$ cat src/rtl/store_byte_serializer_pkg.sv
// Shared definitions for the store byte serializer: size codes, FSM states
// and per-size lookups used when a store request is accepted.
package store_byte_serializer_pkg;

   localparam logic [1:0] SZ_BYTE = 2'b00;
   localparam logic [1:0] SZ_HALF = 2'b01;
   localparam logic [1:0] SZ_WORD = 2'b10;

   typedef enum logic {
      ST_IDLE  = 1'b0,
      ST_WRITE = 1'b1
   } state_t;

   // Number of bytes a request of the given size writes (0 for the illegal code).
   function automatic logic [2:0] size_nbytes(input logic [1:0] size);
      logic [2:0] n;
      case (size)
         SZ_BYTE: n = 3'd1;
         SZ_HALF: n = 3'd2;
         SZ_WORD: n = 3'd4;
         default: n = 3'd0;
      endcase
      return n;
   endfunction

   // Size code is defined and the address is naturally aligned for it.
   function automatic logic size_legal(input logic [1:0] size, input logic [1:0] addr_lo);
      logic ok;
      case (size)
         SZ_BYTE: ok = 1'b1;
         SZ_HALF: ok = (addr_lo[0] == 1'b0);
         SZ_WORD: ok = (addr_lo == 2'b00);
         default: ok = 1'b0;
      endcase
      return ok;
   endfunction

endpackage

$ cat src/rtl/store_byte_serializer_sel.sv
// Little-endian byte lane mux: picks byte idx out of a 32-bit word.
// Kept separate so a load-side assembler can reuse the same lane ordering.
module store_byte_sel (
   input  logic [31:0] data,
   input  logic [1:0]  idx,
   output logic [7:0]  lane
);

   // Select the addressed byte lane.
   always_comb begin
      lane = 8'h00;
      case (idx)
         2'd0:    lane = data[7:0];
         2'd1:    lane = data[15:8];
         2'd2:    lane = data[23:16];
         2'd3:    lane = data[31:24];
         default: lane = 8'h00;
      endcase
   end

endmodule

$ cat src/rtl/store_byte_serializer.sv
// Store-path narrowing unit: turns one byte/half/word store into a sequence
// of little-endian byte writes on a ready/valid byte RAM port, with
// single-cycle done/err pulses and an optional per-byte stall timeout.
module store_byte_serializer
   import store_byte_serializer_pkg::*;
#(
   parameter int ADDR_W      = 32,
   parameter int STALL_LIMIT = 15
) (
   input  logic              CLK,
   input  logic              Reset,
   input  logic              req_valid,
   output logic              req_ready,
   input  logic [ADDR_W-1:0] req_addr,
   input  logic [31:0]       req_data,
   input  logic [1:0]        req_size,
   output logic              mem_we,
   output logic [ADDR_W-1:0] mem_addr,
   output logic [7:0]        mem_wdata,
   input  logic              mem_ready,
   output logic              done,
   output logic              err
);

   // Wide enough to hold STALL_LIMIT; at least one bit when the timeout is off.
   localparam int CNT_W = $clog2(STALL_LIMIT + 2);

   state_t            state_r;
   logic [31:0]       data_r;
   logic [1:0]        idx_r;
   logic [1:0]        last_r;
   logic [CNT_W-1:0]  stall_cnt_r;
   logic              req_ready_r;
   logic              mem_we_r;
   logic [ADDR_W-1:0] mem_addr_r;
   logic [7:0]        mem_wdata_r;
   logic              done_r;
   logic              err_r;

   logic [31:0]       sel_data_s;
   logic [1:0]        sel_idx_s;
   logic [7:0]        sel_byte_s;
   logic [1:0]        req_last_s;
   logic              stall_hit_s;

   // Byte to present next: byte 0 of the incoming request while idle,
   // otherwise the byte after the one currently on the bus.
   always_comb begin
      sel_data_s = 32'h0000_0000;
      sel_idx_s  = 2'd0;
      if (state_r == ST_IDLE) begin
         sel_data_s = req_data;
         sel_idx_s  = 2'd0;
      end else begin
         sel_data_s = data_r;
         sel_idx_s  = idx_r + 2'd1;
      end
   end

   store_byte_sel u_sel (
      .data (sel_data_s),
      .idx  (sel_idx_s),
      .lane (sel_byte_s)
   );

   // Index of the final byte and the stall-abort condition for this cycle.
   always_comb begin
      req_last_s  = 2'(size_nbytes(req_size) - 3'd1);
      stall_hit_s = 1'b0;
      if (STALL_LIMIT != 0) begin
         stall_hit_s = (stall_cnt_r == CNT_W'(STALL_LIMIT - 1));
      end else begin
         stall_hit_s = 1'b0;
      end
   end

   // Control FSM; all outputs are registered here.
   always_ff @(posedge CLK or posedge Reset) begin
      if (Reset) begin
         state_r     <= ST_IDLE;
         data_r      <= 32'h0000_0000;
         idx_r       <= 2'd0;
         last_r      <= 2'd0;
         stall_cnt_r <= '0;
         req_ready_r <= 1'b0;
         mem_we_r    <= 1'b0;
         mem_addr_r  <= '0;
         mem_wdata_r <= 8'h00;
         done_r      <= 1'b0;
         err_r       <= 1'b0;
      end else begin
         done_r <= 1'b0;
         err_r  <= 1'b0;
         case (state_r)
            ST_IDLE: begin
               req_ready_r <= 1'b1;
               if (req_valid && req_ready_r) begin
                  if (size_legal(req_size, req_addr[1:0])) begin
                     state_r     <= ST_WRITE;
                     req_ready_r <= 1'b0;
                     data_r      <= req_data;
                     idx_r       <= 2'd0;
                     last_r      <= req_last_s;
                     stall_cnt_r <= '0;
                     mem_we_r    <= 1'b1;
                     mem_addr_r  <= req_addr;
                     mem_wdata_r <= sel_byte_s;
                  end else begin
                     err_r <= 1'b1;
                  end
               end
            end
            ST_WRITE: begin
               if (mem_ready) begin
                  stall_cnt_r <= '0;
                  if (idx_r == last_r) begin
                     state_r     <= ST_IDLE;
                     req_ready_r <= 1'b1;
                     mem_we_r    <= 1'b0;
                     done_r      <= 1'b1;
                  end else begin
                     idx_r       <= idx_r + 2'd1;
                     mem_addr_r  <= mem_addr_r + ADDR_W'(1);
                     mem_wdata_r <= sel_byte_s;
                  end
               end else if (stall_hit_s) begin
                  // Abandon the rest of the store; bytes already taken stay written.
                  state_r     <= ST_IDLE;
                  req_ready_r <= 1'b1;
                  mem_we_r    <= 1'b0;
                  stall_cnt_r <= '0;
                  err_r       <= 1'b1;
               end else begin
                  stall_cnt_r <= stall_cnt_r + CNT_W'(1);
               end
            end
            default: begin
               state_r     <= ST_IDLE;
               req_ready_r <= 1'b1;
               mem_we_r    <= 1'b0;
            end
         endcase
      end
   end

   assign req_ready = req_ready_r;
   assign mem_we    = mem_we_r;
   assign mem_addr  = mem_addr_r;
   assign mem_wdata = mem_wdata_r;
   assign done      = done_r;
   assign err       = err_r;

endmodule
$ cat config.mk
export PLATFORM = sky130hd
export DESIGN_NAME = store_byte_serializer
export DESIGN_NICKNAME = d
export VERILOG_FILES = /design/src/rtl/store_byte_serializer_pkg.sv /design/src/rtl/store_byte_serializer_sel.sv /design/src/rtl/store_byte_serializer.sv
export SDC_FILE = /design/constraint.sdc
export NUM_CORES = 1
export LEC_CHECK = 0
export CORE_UTILIZATION = 53
export DETAILED_ROUTE_END_ITERATION = 7
export PLACE_DENSITY = 0.9
export REMOVE_ABC_BUFFERS = 1
export SYNTH_ARGS = -nofsm -noshare
export SYNTH_HDL_FRONTEND = slang
export SYNTH_SLANG_ARGS = --single-unit
$ cat constraint.sdc
create_clock -name CLK -period 9.25 [get_ports CLK]
set_clock_uncertainty 0.2 [all_clocks]
set_input_delay 2.775 -clock CLK [delete_from_list [all_inputs] [get_ports CLK]]
set_output_delay 2.775 -clock CLK [all_outputs]
set_load 0.1 [all_outputs]
Yosys cells after proc, flatten, opt, wreduce, memory -nomap -nowiden
Index checks and enable logic that the tools add are counted.
- memories: 0
- input bits: 70
- register bits: 86
- memory bits (writable): 0
- latch bits: 0
- output and inout port bits: 44
- word-level logic and storage cells: 91
- ROM bits: 0
- bitwise operators: 2
- div/mod/pow operators: 0
- $add $sub $neg: 4
- mux-type cells: 52
- eq/ne operators: 13
- reductions and logical operators: 9
- shift operators: 0
- magnitude comparators: 0
- multiply operators: 0
- operators with widths (operator ; count):
    32-bit two-way mux ; 5
    32-bit one-hot mux with 2 select lines ; 1
    32-bit by 1-bit adder with 32-bit output, second input constant ; 1
    8-bit two-way mux ; 4
    8-bit one-hot mux with 4 select lines ; 1
    1-bit two-way mux ; 23
    5-bit two-way mux ; 4
    8-bit one-hot mux with 2 select lines ; 1
    2-bit two-way mux ; 5
    5-bit one-hot mux with 2 select lines ; 1
    1-bit one-hot mux with 2 select lines ; 4
    4-bit AND reduction ; 2
    2-bit == test, second input constant ; 3
    2-bit logical NOT ; 3
    3-bit by 2-bit != test with 1-bit output, second input constant ; 2
    2-bit one-hot mux with 3 select lines ; 1
    5-bit by 1-bit adder with 5-bit output, second input constant ; 1
    5-bit by 4-bit == test with 1-bit output, second input constant ; 1
    2-bit by 1-bit == test with 1-bit output, second input constant ; 2
    2-bit by 1-bit != test with 1-bit output, second input constant ; 2
    2-bit != test, second input constant ; 2
    2-bit one-hot mux with 2 select lines ; 1
    2-bit AND reduction ; 2
    1-bit one-hot mux with 3 select lines ; 1
    6 further kinds ; 7

Longest topological paths before layout
Gate-level depths: netlist of the first run.
- depth in word-level cells: 7
- gate-level depth with buffers: 9
- gate-level depth less buffers: 7

Cells and area by module
Synthesis of the first run repeated with hierarchy kept, for this count alone.
- cell total of the unflattened synthesis: 521
- area, all modules: 4769.6 µm²
- modules (own cells, without submodules) (module ; seq. area each (µm²) ; area each (µm²) ; times used ; cells an instance):
    store_byte_serializer ; 2152.1 ; 4573.1 ; 1 ; 511
    store_byte_sel ; 0.0 ; 196.4 ; 1 ; 10

Worst setup path before layout of the first run
Ideal clock, no wire load.
- kind: input to register
- start: input port req_size[0]
- end: register mem_addr_r[31], in the netlist mem_addr[31]
- arrival time: 4.146 ns
- library setup time: 0.071 ns
- buffers on the path: 2
- setup slack: 4.833 ns
- data required time: 8.979 ns
- cell stages on the path: 7
- cells stage by stage: nor3_1 > o21ba_2 > buf_4 > nor2_1 > buf_2 > or4_1 > nand3_1
- word-level cells in the longest chain between the ends: 6
- elaborated cells between the ends (all ways): 8
- classes of those cells: eq/ne (3); mux (3); reduce/logical (2)
- ends and longest elaborated chain (item ; line ; RTL):
    start, declared ; store_byte_serializer.sv:16 ; input logic [1:0] req_size,
    2-bit == test, or another cell as far along ; store_byte_serializer_pkg.sv:29 ; case (size)
    1-bit one-hot mux with 3 select lines (*) ; store_byte_serializer_pkg.sv:29 ;
    1-bit two-way mux (*) ; store_byte_serializer.sv:97 ; if (req_valid && req_ready_r) begin
    1-bit two-way mux (*) ; store_byte_serializer.sv:94 ; case (state_r)
    2-bit by 1-bit != test with 1-bit output (no source line) (*) ; -- ;
    4-bit AND reduction (no source line) (*) ; -- ;
    end signal, assigned ; store_byte_serializer.sv:106 ; mem_addr_r <= req_addr;
    end signal, assigned ; store_byte_serializer.sv:123 ; mem_addr_r <= mem_addr_r + ADDR_W'(1);
    end, declared ; store_byte_serializer.sv:35 ; logic [ADDR_W-1:0] mem_addr_r;
Every way passes the cells marked *; elsewhere a longest branch is shown, timed or not. The select of a mux whose other input is x is not followed.
A chain may end at the register's enable or synchronous reset.

Final worst setup path of the first run
- start: input port req_size[0]
- end: register mem_addr_r[17], in the netlist mem_addr[17]
The elaborated chain is that of the path after synthesis.

==> summary.md, run 1 <==
| Metric | Value |
|---|---|
| Area leader, netlist | `dfrtp_1` |
| Hold Violations, Final | `0` |
| Port Buffers | `around 110` |
| Share of cells above drive strength 1 | `approximately 7.5%` |
| Hold Slack | `roughly 0.28 ns` |
| P&R area growth vs syn | `29.57%` |
| Worst-path clk slew | `0.08 ns` |
| Wire per inst | `16.67 um` |
| Synth Register Bits | `86` |
| CTS tree | `done` |
| Final Setup Violations | `0` |
| Finished Cell Area | `slightly below 6000 um^2` |
| Worst hold path class | `reg -> reg` |
| Worst Max-Slew Pin Slew | `between 1 and 1.5 ns` |
| Footprint of the multi-input gates | `2213 um^2` |
| Placed inst area | `5678 um^2` |
| Critical path capture point type | `register` |
| Initial core utilization | `about 55%` |
| Via density | `just over 6` |
| Rows | `33` |
| # diodes | `0` |
| Grt ovf | `0` |
| CP max stage delay | `approximately 0.9 ns` |
| Total GRT Usage | `28.66%` |
| EDFF count, synth | `0` |
| Netlist Area Pre-Place | `4502 um^2` |
| Post-synth top flop | `dfrtp_1` |
| Initial DRC count | `326` |
| Io pins | `~110` |
| Die height | `~94 um` |
| Later-pin clock latency in the skew report | `between 0.3 and 0.4 ns` |
| Total CTS buffers | `9` |
| Setup total negative slack | `0 ns` |
| Filler cells | `a little over 600` |
| Largest net degree at the start of global routing | `a little under 90` |
| Detailed Routing Iterations Pass 1 | `5` |
| Number of max-cap violations | `0` |
| Status | `finished, final reports clean` |
| Total clock sinks | `between 80 and 90` |
| Vias in the first global route | `4106` |
| CP Max Fanout | `46` |
| Ranking of synthesized cells by area | `dfrtp_1, nand2_1, a21oi_1` |
| Crit Path Class | `in -> reg` |
| Synth cell count leaders | `nand2_1, dfrtp_1, a21oi_1` |
| Vias | `roughly 4300` |
| Top-count cell post-synth | `nand2_1` |
| Fin. max-slew vios | `0` |
| Slowest CP cell | `o21ba_2` |
| Post-route DRC | `0` |
| First-pass GRT wire length | `19550 um` |
| Worst path bufs/invs | `1` |
| Final period util | `61.52%` |
| Die width | `around 94 um` |
| Worst EP arrival | `5.79 ns` |
| Top delay family on crit path | `simple AND/OR/NAND/NOR gates` |
| Resized cells post-CTS | `0` |
| Sequential cell area | `roughly 2200 um^2` |
| FMAX | `about 180 MHz` |
| Min Tclk post-route | `around 5.7 ns` |
| Slew HR | `29.03%` |
| Util after Layout | `70.99%` |
| Ys Warns | `0` |
| Antenna violations before repair | `0` |
| Core ar. | `between 8000 and 9000 um^2` |
| Detail Route Antenna Nets | `0` |
| Share of flip-flops with an asynchronous set or reset | `100.0%` |
| Sequential element share of the synthesized area | `47.80%` |
| H-tree depth | `3` |
| Hold-fix buffers, CTS | `0` |
| Max clock buf depth | `2` |
| Post-CTS setup buffer count | `0` |
| Clock Tree Root | `clkbuf_8` |
| DPL Wire Length | `8019 um` |
| Synth Area per Inst | `about 8.9 um^2` |
| GPL Wtd Cong | `0.8654` |
| Crit path launch type | `input pin` |
| Layout net count | `~670` |
| Synth cell types | `between 50 and 60` |
| Die Area | `8866 um^2` |
| Final WL | `approximately 12000 um` |
| RSZ-0062 raised after global routing | `false` |
| CP cell instances | `clkdlybuf4s50_1, nor3_1, o21ba_2, nor2_2, or4_1, nand3_1` |
| Critical Path RT | `approximately 9.4 ns` |
| Mapped Cells | `around 500` |
| Yosys top cell area share | `47.80%` |
[cell usage in the layout, fill, tap and decap left out, types with 9 or more instances in the layout]
cell,count
nand4_1,9
a21oi_1,33
o22ai_1,9
nor3_1,9
dfrtp_1,86
nand2_1,141
o21ai_0,31
nand3_1,15
clkbuf_8,9
nor2_1,26
clkdlybuf4s50_1,113
[metrics by stage]
stage / worst slack (ns) / cells
after floorplan: 2.533 / 473
after global placement: 3.275 / 694
after detailed placement: 3.195 / 694
after CTS: 3.578 / 709
after global routing: 3.350 / 709
final: 3.559 / 709
[area by class of cell]
type | instances | share of cell area, %
inverter | 7 | 0.4719
clock buffer | 10 | 2.188
clock inverter | 5 | 0.4719
timing repair buffer | 116 | 19.78
sequential | 86 | 36.89
multi-input combinational | 380 | 37.95
tap | 105 | 2.252
[registers in the layout, indices dropped and copies added, names as in the netlist, 2 cells and up]
register	flops
mem_wdata	8
data_r	32
stall_cnt_r	5
idx_r	2
mem_addr	32
last_r	2
[kinds of logic after synthesis]
group / count (synthesis) / synth area share [%]
AO/OA/AOI/OAI: 121 / 17.15
XOR/XNOR: 5 / 0.9729
adder cells (fa/ha/maj): 3 / 0.8339
buffers and inverters: 37 / 3.419
flip-flops: 86 / 47.80
multiplexers: 18 / 6.031
AND/OR/NAND/NOR: 233 / 23.79
[metal layers]
layer | global-route usage (%) | vias up | wire, um | share of wire (%)
met2 | 46.26 | 220 | 5668 | 48
li1 | - | 1995 | - | -
met1 | 37.26 | 2046 | 4869 | 41
met5 | 0 | - | 0 | 0
met3 | 7.524 | 20 | 1105 | 9.3
met4 | 9.872 | 0 | 175 | 1.5
[final timing paths]
check / start / to / slack [ns] / cells past startpoint
min reg2reg: data_r[25] / data_r[25] / 0.28 / 2
min: data_r[25] / data_r[25] / 0.28 / 2
max in group asynchronous: Reset / mem_addr[3] / 5.30 / 3
min in group asynchronous: Reset / data_r[18] / 2.86 / 3
max reg2reg: idx_r[1] / mem_addr[17] / 5.92 / 5
max: req_size[0] / mem_addr[17] / 3.56 / 6
[worst reg2reg max path, delay by kind of cell (launching register included)]
kind	cells	cell delay, ns
XOR/XNOR	1	0.30
flip-flops	1	0.76
AO/OA/AOI/OAI	1	0.88
AND/OR/NAND/NOR	3	1.12
Power of run 1 is not shown: default switching activity piles up to over one toggle a cycle in this logic, so the estimate is an artifact.
==> inputs of run 2 (changes only) <==
--- a/config.mk
+++ b/config.mk
@@ -5,9 +5,9 @@
 export SDC_FILE = /design/constraint.sdc
 export NUM_CORES = 1
 export LEC_CHECK = 0
-export CORE_UTILIZATION = 53
+export CORE_UTILIZATION = 45
 export DETAILED_ROUTE_END_ITERATION = 7
-export PLACE_DENSITY = 0.9
+export PLACE_DENSITY = 0.82
 export REMOVE_ABC_BUFFERS = 1
 export SYNTH_ARGS = -nofsm -noshare
 export SYNTH_HDL_FRONTEND = slang
==> constraint.sdc (replaced) <==
create_clock -name CLK -period 5.15 [get_ports CLK]
set_clock_uncertainty 0.2 [all_clocks]
set_input_delay 1.545 -clock CLK [delete_from_list [all_inputs] [get_ports CLK]]
set_output_delay 1.545 -clock CLK [all_outputs]
set_load 0.1 [all_outputs]
==> summary.md, run 2 (synthesized netlist as in run 1, its figures left out) <==
| Metric | Value |
|---|---|
| Status | `finished, final reports clean` |
| Detailed Routing Iterations Pass 1 | `7` |
| Footprint of the multi-input gates | `between 2000 and 2500 um^2` |
| Commonest non-fill, non-tap cell in the layout | `nand2_1` |
| Vias | `roughly 4300` |
| CP startpoint | `mem_addr[5]` |
| Worst hold path class | `reg -> reg` |
| CP Max Fanout | `9` |
| Grt ovf | `0` |
| Port Buffers | `between 100 and 150` |
| Detail Route Antenna Nets | `0` |
| Worst path bufs/invs | `1` |
| Placed inst area | `about 5700 um^2` |
| Final period util | `75.51%` |
| Finished Cell Area | `5924 um^2` |
| Final Setup Violations | `0` |
| Max clock buf depth | `2` |
| R2R depth | `5` |
| Worst EP arrival | `between 2 and 2.5 ns` |
| Worst Max-Slew Pin Slew | `between 1 and 1.5 ns` |
| Total CTS buffers | `9` |
| Power Density | `between 700 and 800 nW/um^2` |
| Initial DRC count | `slightly above 300` |
| Maximum VDD drop | `~490 uV` |
| First-pass GRT wire length | `slightly above 20000 um` |
| Top delay family on crit path | `buffers and inverters` |
| Number of max-cap violations | `0` |
| Most frequent cells in the layout | `nand2_1, clkdlybuf4s50_1, dfrtp_1, a21oi_1, o21ai_0` |
| Total GRT Usage | `25.56%` |
| End point of the critical path | `mem_addr[5]` |
| Min Tclk post-route | `between 3 and 4 ns` |
| Core ar. | `~10000 um^2` |
| Critical Path Stages | `1` |
| Sequential cell area | `2152 um^2` |
| Post-route DRC | `0` |
| P&R area growth vs syn | `31.60%` |
| Worst-path clk slew | `about 0.10 ns` |
| # diodes | `0` |
| Crit path launch type | `register` |
| CP max stage delay | `between 1 and 1.5 ns` |
| Vias in the first global route | `4138` |
| Worst reg2reg setup slack | `roughly 2.1 ns` |
| Io pins | `roughly 110` |
| Antenna violations before repair | `0` |
| Critical Path RT | `roughly 3.4 ns` |
| Hold-fix buffers, CTS | `0` |
| Layout net count | `around 680` |
| Wire per inst | `~17 um` |
| FMAX | `roughly 260 MHz` |
| Resized cells post-CTS | `0` |
| Slowest CP cell | `clkdlybuf4s50_1` |
| GPL Wtd Cong | `roughly 0.9` |
| Critical path capture point type | `output pin` |
| RR Endpoint | `mem_addr[15]` |
| CTS tree | `done` |
| Lkg Pwr | `approximately 2.5 nW` |
| Rows | `36` |
| Clock Tree Root | `clkbuf_8` |
| Largest net degree at the start of global routing | `between 50 and 60` |
| Hold Violations, Final | `0` |
| Total clock sinks | `86` |
| Die width | `between 100 and 150 um` |
| Later-pin clock latency in the skew report | `0.37 ns` |
| RSZ-0062 raised after global routing | `false` |
| H-tree depth | `3` |
| Post-CTS setup buffer count | `0` |
| Share of cells above drive strength 1 | `under 10%` |
| Die height | `just over 100 um` |
| Hold Slack | `between 0.2 and 0.3 ns` |
| Filler cells | `around 860` |
| Final WL | `12610 um` |
| CP cell instances | `clkdlybuf4s50_1` |
| Fin. max-slew vios | `0` |
| Slew HR | `approximately 22%` |
| Crit Path Class | `reg -> out` |
| Die Area | `10410 um^2` |
| Initial core utilization | `between 40% and 50%` |
| DPL Wire Length | `about 8700 um` |
| Reg2reg start | `idx_r[0]` |
| Via density | `5.745` |
## run 2: report_power, final
part,switching (mW),internal (mW),leakage [nW],total [mW]
Clock,0.276,0.187,0.0878,0.463
Sequential,0.377,0.993,1.05,1.37
Combinational,1.86,0.755,1.32,2.61
## run 2: cell type report
type	instances	area share, %
inverters	7	0.4646
repair buffers	119	19.85
multi-input cells	380	37.36
well taps	133	2.809
clock buffers	9	2.091
flip-flops and latches	86	36.33
clock inverters	7	1.098
## run 2: metal layers
metal	share of wire (%)	GRT usage [%]	vias to the layer above
li1	-	-	2010
met1	42	33.39	2012
met2	48	42.69	212
met3	8.5	4.993	23
met4	1.5	8.681	0
met5	0	0	-
## run 2: worst min-delay path by stage
stage / from / depth (start not counted) / end
after floorplan: stall_cnt_r[4] / 1 / stall_cnt_r[4]
after global placement: data_r[7] / 2 / data_r[7]
after detailed placement: data_r[15] / 2 / data_r[15]
after CTS: stall_cnt_r[4] / 1 / stall_cnt_r[4]
after global routing: data_r[15] / 2 / data_r[15]
final: data_r[15] / 2 / data_r[15]
## run 2: metrics by stage
step	util (%)	setup TNS [ns]	worst slack (ns)	total power, mW	std cells
2_1_floorplan	-	-4.709	-0.3371	3.261	473
3_3_place_gp	58.95	0	1.023	3.914	725
3_5_place_dp	58.95	0	0.9419	3.986	725
4_1_cts	60.89	0	1.278	4.452	741
5_1_grt	60.89	0	1.084	4.690	741
6_report	60.89	0	1.261	4.447	741
Note: power is estimated with default switching activity, not from simulation.
==> edit, RTL diff (flow settings as in run 1) <==
Make the reset (`Reset`) synchronous in one clocked block.
--- a/src/rtl/store_byte_serializer.sv
+++ b/src/rtl/store_byte_serializer.sv
@@ -77,3 +77,3 @@
    // Control FSM; all outputs are registered here.
-   always_ff @(posedge CLK or posedge Reset) begin
+   always_ff @(posedge CLK) begin
       if (Reset) begin
Formal check against the unedited RTL: differs if Reset is asserted again (counterexample within 4 cycles, from zero or initial values and one cycle with Reset high); with Reset held inactive, the same outputs for 4 cycles.
==> edit against run 1 <==
Die area down 3.3%; design area shrank 1.4%; synthesized area down 3.4%; routed wire length up 2.4%; worst setup slack better by 0.43 ns; sequential cell count is the same; register-to-register slack lost 0.14 ns; non-clock buffer count is 1 higher; critical path depth unchanged; core utilization increased by 2.3 points; global-route usage grew 0.31 points.
==> edit: results (changes against run 1) <==
status: "completed"
worst_slew_pin_slew_ns: 1.033  # -0.03099 ns
grt_pass1_wl_um: 19870  # +1.6%
synth.distinct_cells: 59  # +7.3%
post_synth.cell_area_avg_um2: 8.239  # -7.9%
diodes: 0  # unchanged
wire_per_inst_um: 16.70  # +0.18%
synth_area_leaders: "dfxtp_1 40%, nand2_1 8.9%, a21oi_1 7.5%, mux4_2 4.1%, nor2_1 3.3%"
crit_end: "mem_addr[31]"
cts_buffer_depth: 2  # unchanged
async_flop_share: 0  # -1.000
grt_max_degree: 79  # -9.2%
post_cts_buffers: 0  # unchanged
setup_tns_ns: 0  # unchanged
clock-root-buffer: "clkbuf_8"
p_leak_uw: 0.001953
wl_um: 12110  # +2.4%
antenna_found_initial: 0  # unchanged
dp_cells: 709  # +2.2%
io_buffers: 113  # unchanged
rr_startpoint: "state_r"
hold_path_depth: 2  # unchanged
ys_seq_area_frac: 0.3957  # -0.08230
fin_nets: 691  # +2.7%
vdd.ir_drop.worst_v: 0.0001047
drive_gt1_frac: 0.07705  # +0.002543
cp_max_fo: 16  # -65%
first_iter_violations: 403  # +24%
clk_latency_ns: 0.35
rrSetupSlack_ns: 5.78  # -0.14 ns
vias: 4483  # +4.7%
grt_pass1_vias: 4279  # +4.2%
r2r_cells: 6  # +1
hpwl_um: 8137  # +1.5%
cp.arrival_ns: 5.31  # -0.48 ns
path_class: "in2reg"
clk_pin_slew_ns: 0.09
gp_congestion: 0.9072  # +4.8%
cts_made_buffers: 9  # unchanged
min_path_type: "reg2reg"
synth_commonest_cells: "103 x nand2_1, 86 x dfxtp_1, 65 x a21oi_1"
synth_flop_cell: "dfxtp_1"
critPathLaunch: "mem_ready"
htreeDepth: 3  # unchanged
ctsResizeCount: 0  # unchanged
grt_usage: 0.2897  # +0.003059
-- edit: worst min path at each step --
stage	startpoint	endpoint	slack (ns)
after global placement	data_r[26]	data_r[26]	0.24
after floorplan	data_r[24]	data_r[24]	0.23
after detailed placement	data_r[15]	data_r[15]	0.25
final	data_r[15]	data_r[15]	0.26
after global routing	data_r[15]	data_r[15]	0.27
after CTS	data_r[15]	data_r[15]	0.26
-- edit: worst max-delay path, stage by stage --
cell and delay, ns:
clkdlybuf4s50_1 0.54, nand2_1 0.10, a21oi_1 0.80, nor2_1 0.49, a22o_1 0.31, a211o_1 0.29
-- edit: through the flow --
| step | area [um^2] | util | setup WS (ns) |
|---|---|---|---|
| floorplan | 4173 | - | 3.694 |
| global placement | 5458 | 0.6955 | 3.796 |
| detailed placement | 5458 | 0.6955 | 3.707 |
| CTS | 5749 | 0.7326 | 4.087 |
| global route | 5749 | 0.7326 | 3.865 |
| finish | 5749 | 0.7326 | 3.990 |
-- edit: final cells by class --
class | count | area [um^2]
multi-input cells | 399 | 2432
fillers | 603 | 2098
flip-flops and latches | 86 | 1723
repair buffers | 117 | 1156
clock inverters | 7 | 167.7
well taps | 102 | 127.6
clock buffers | 9 | 123.9
inverters | 5 | 18.77
-- edit: kinds of logic (layout without fill, tap and decap cells) --
group,after synthesis,after routing,share of synthesized area
buffers and inverters,43,138,0.04515
xor gates and xnor gates,6,6,0.01208
and+or+nand+nor,216,216,0.2396
AOI/OAI and AO/OA,153,153,0.2275
adders and majority gates,3,3,0.008629
DFF,86,86,0.3957
muxes,21,21,0.07132
-- edit: routing by layer --
metal | part of all wire | global-route usage
met5 | 0 | 0
met2 | 0.51 | 0.5025
met3 | 0.088 | 0.04351
met4 | 0.017 | 0.1237
met1 | 0.39 | 0.3557
-- edit: power groups by stage --
| stage | Combinational [uW] | Clock (uW) | Sequential (uW) |
|---|---|---|---|
| after global placement | 172 | 0 | 408 |
| after floorplan | 43.7 | 0 | 472 |
| after CTS | 177 | 374 | 401 |
| final | 177 | 375 | 401 |
| after global routing | 188 | 390 | 403 |
| after detailed placement | 176 | 0 | 409 |
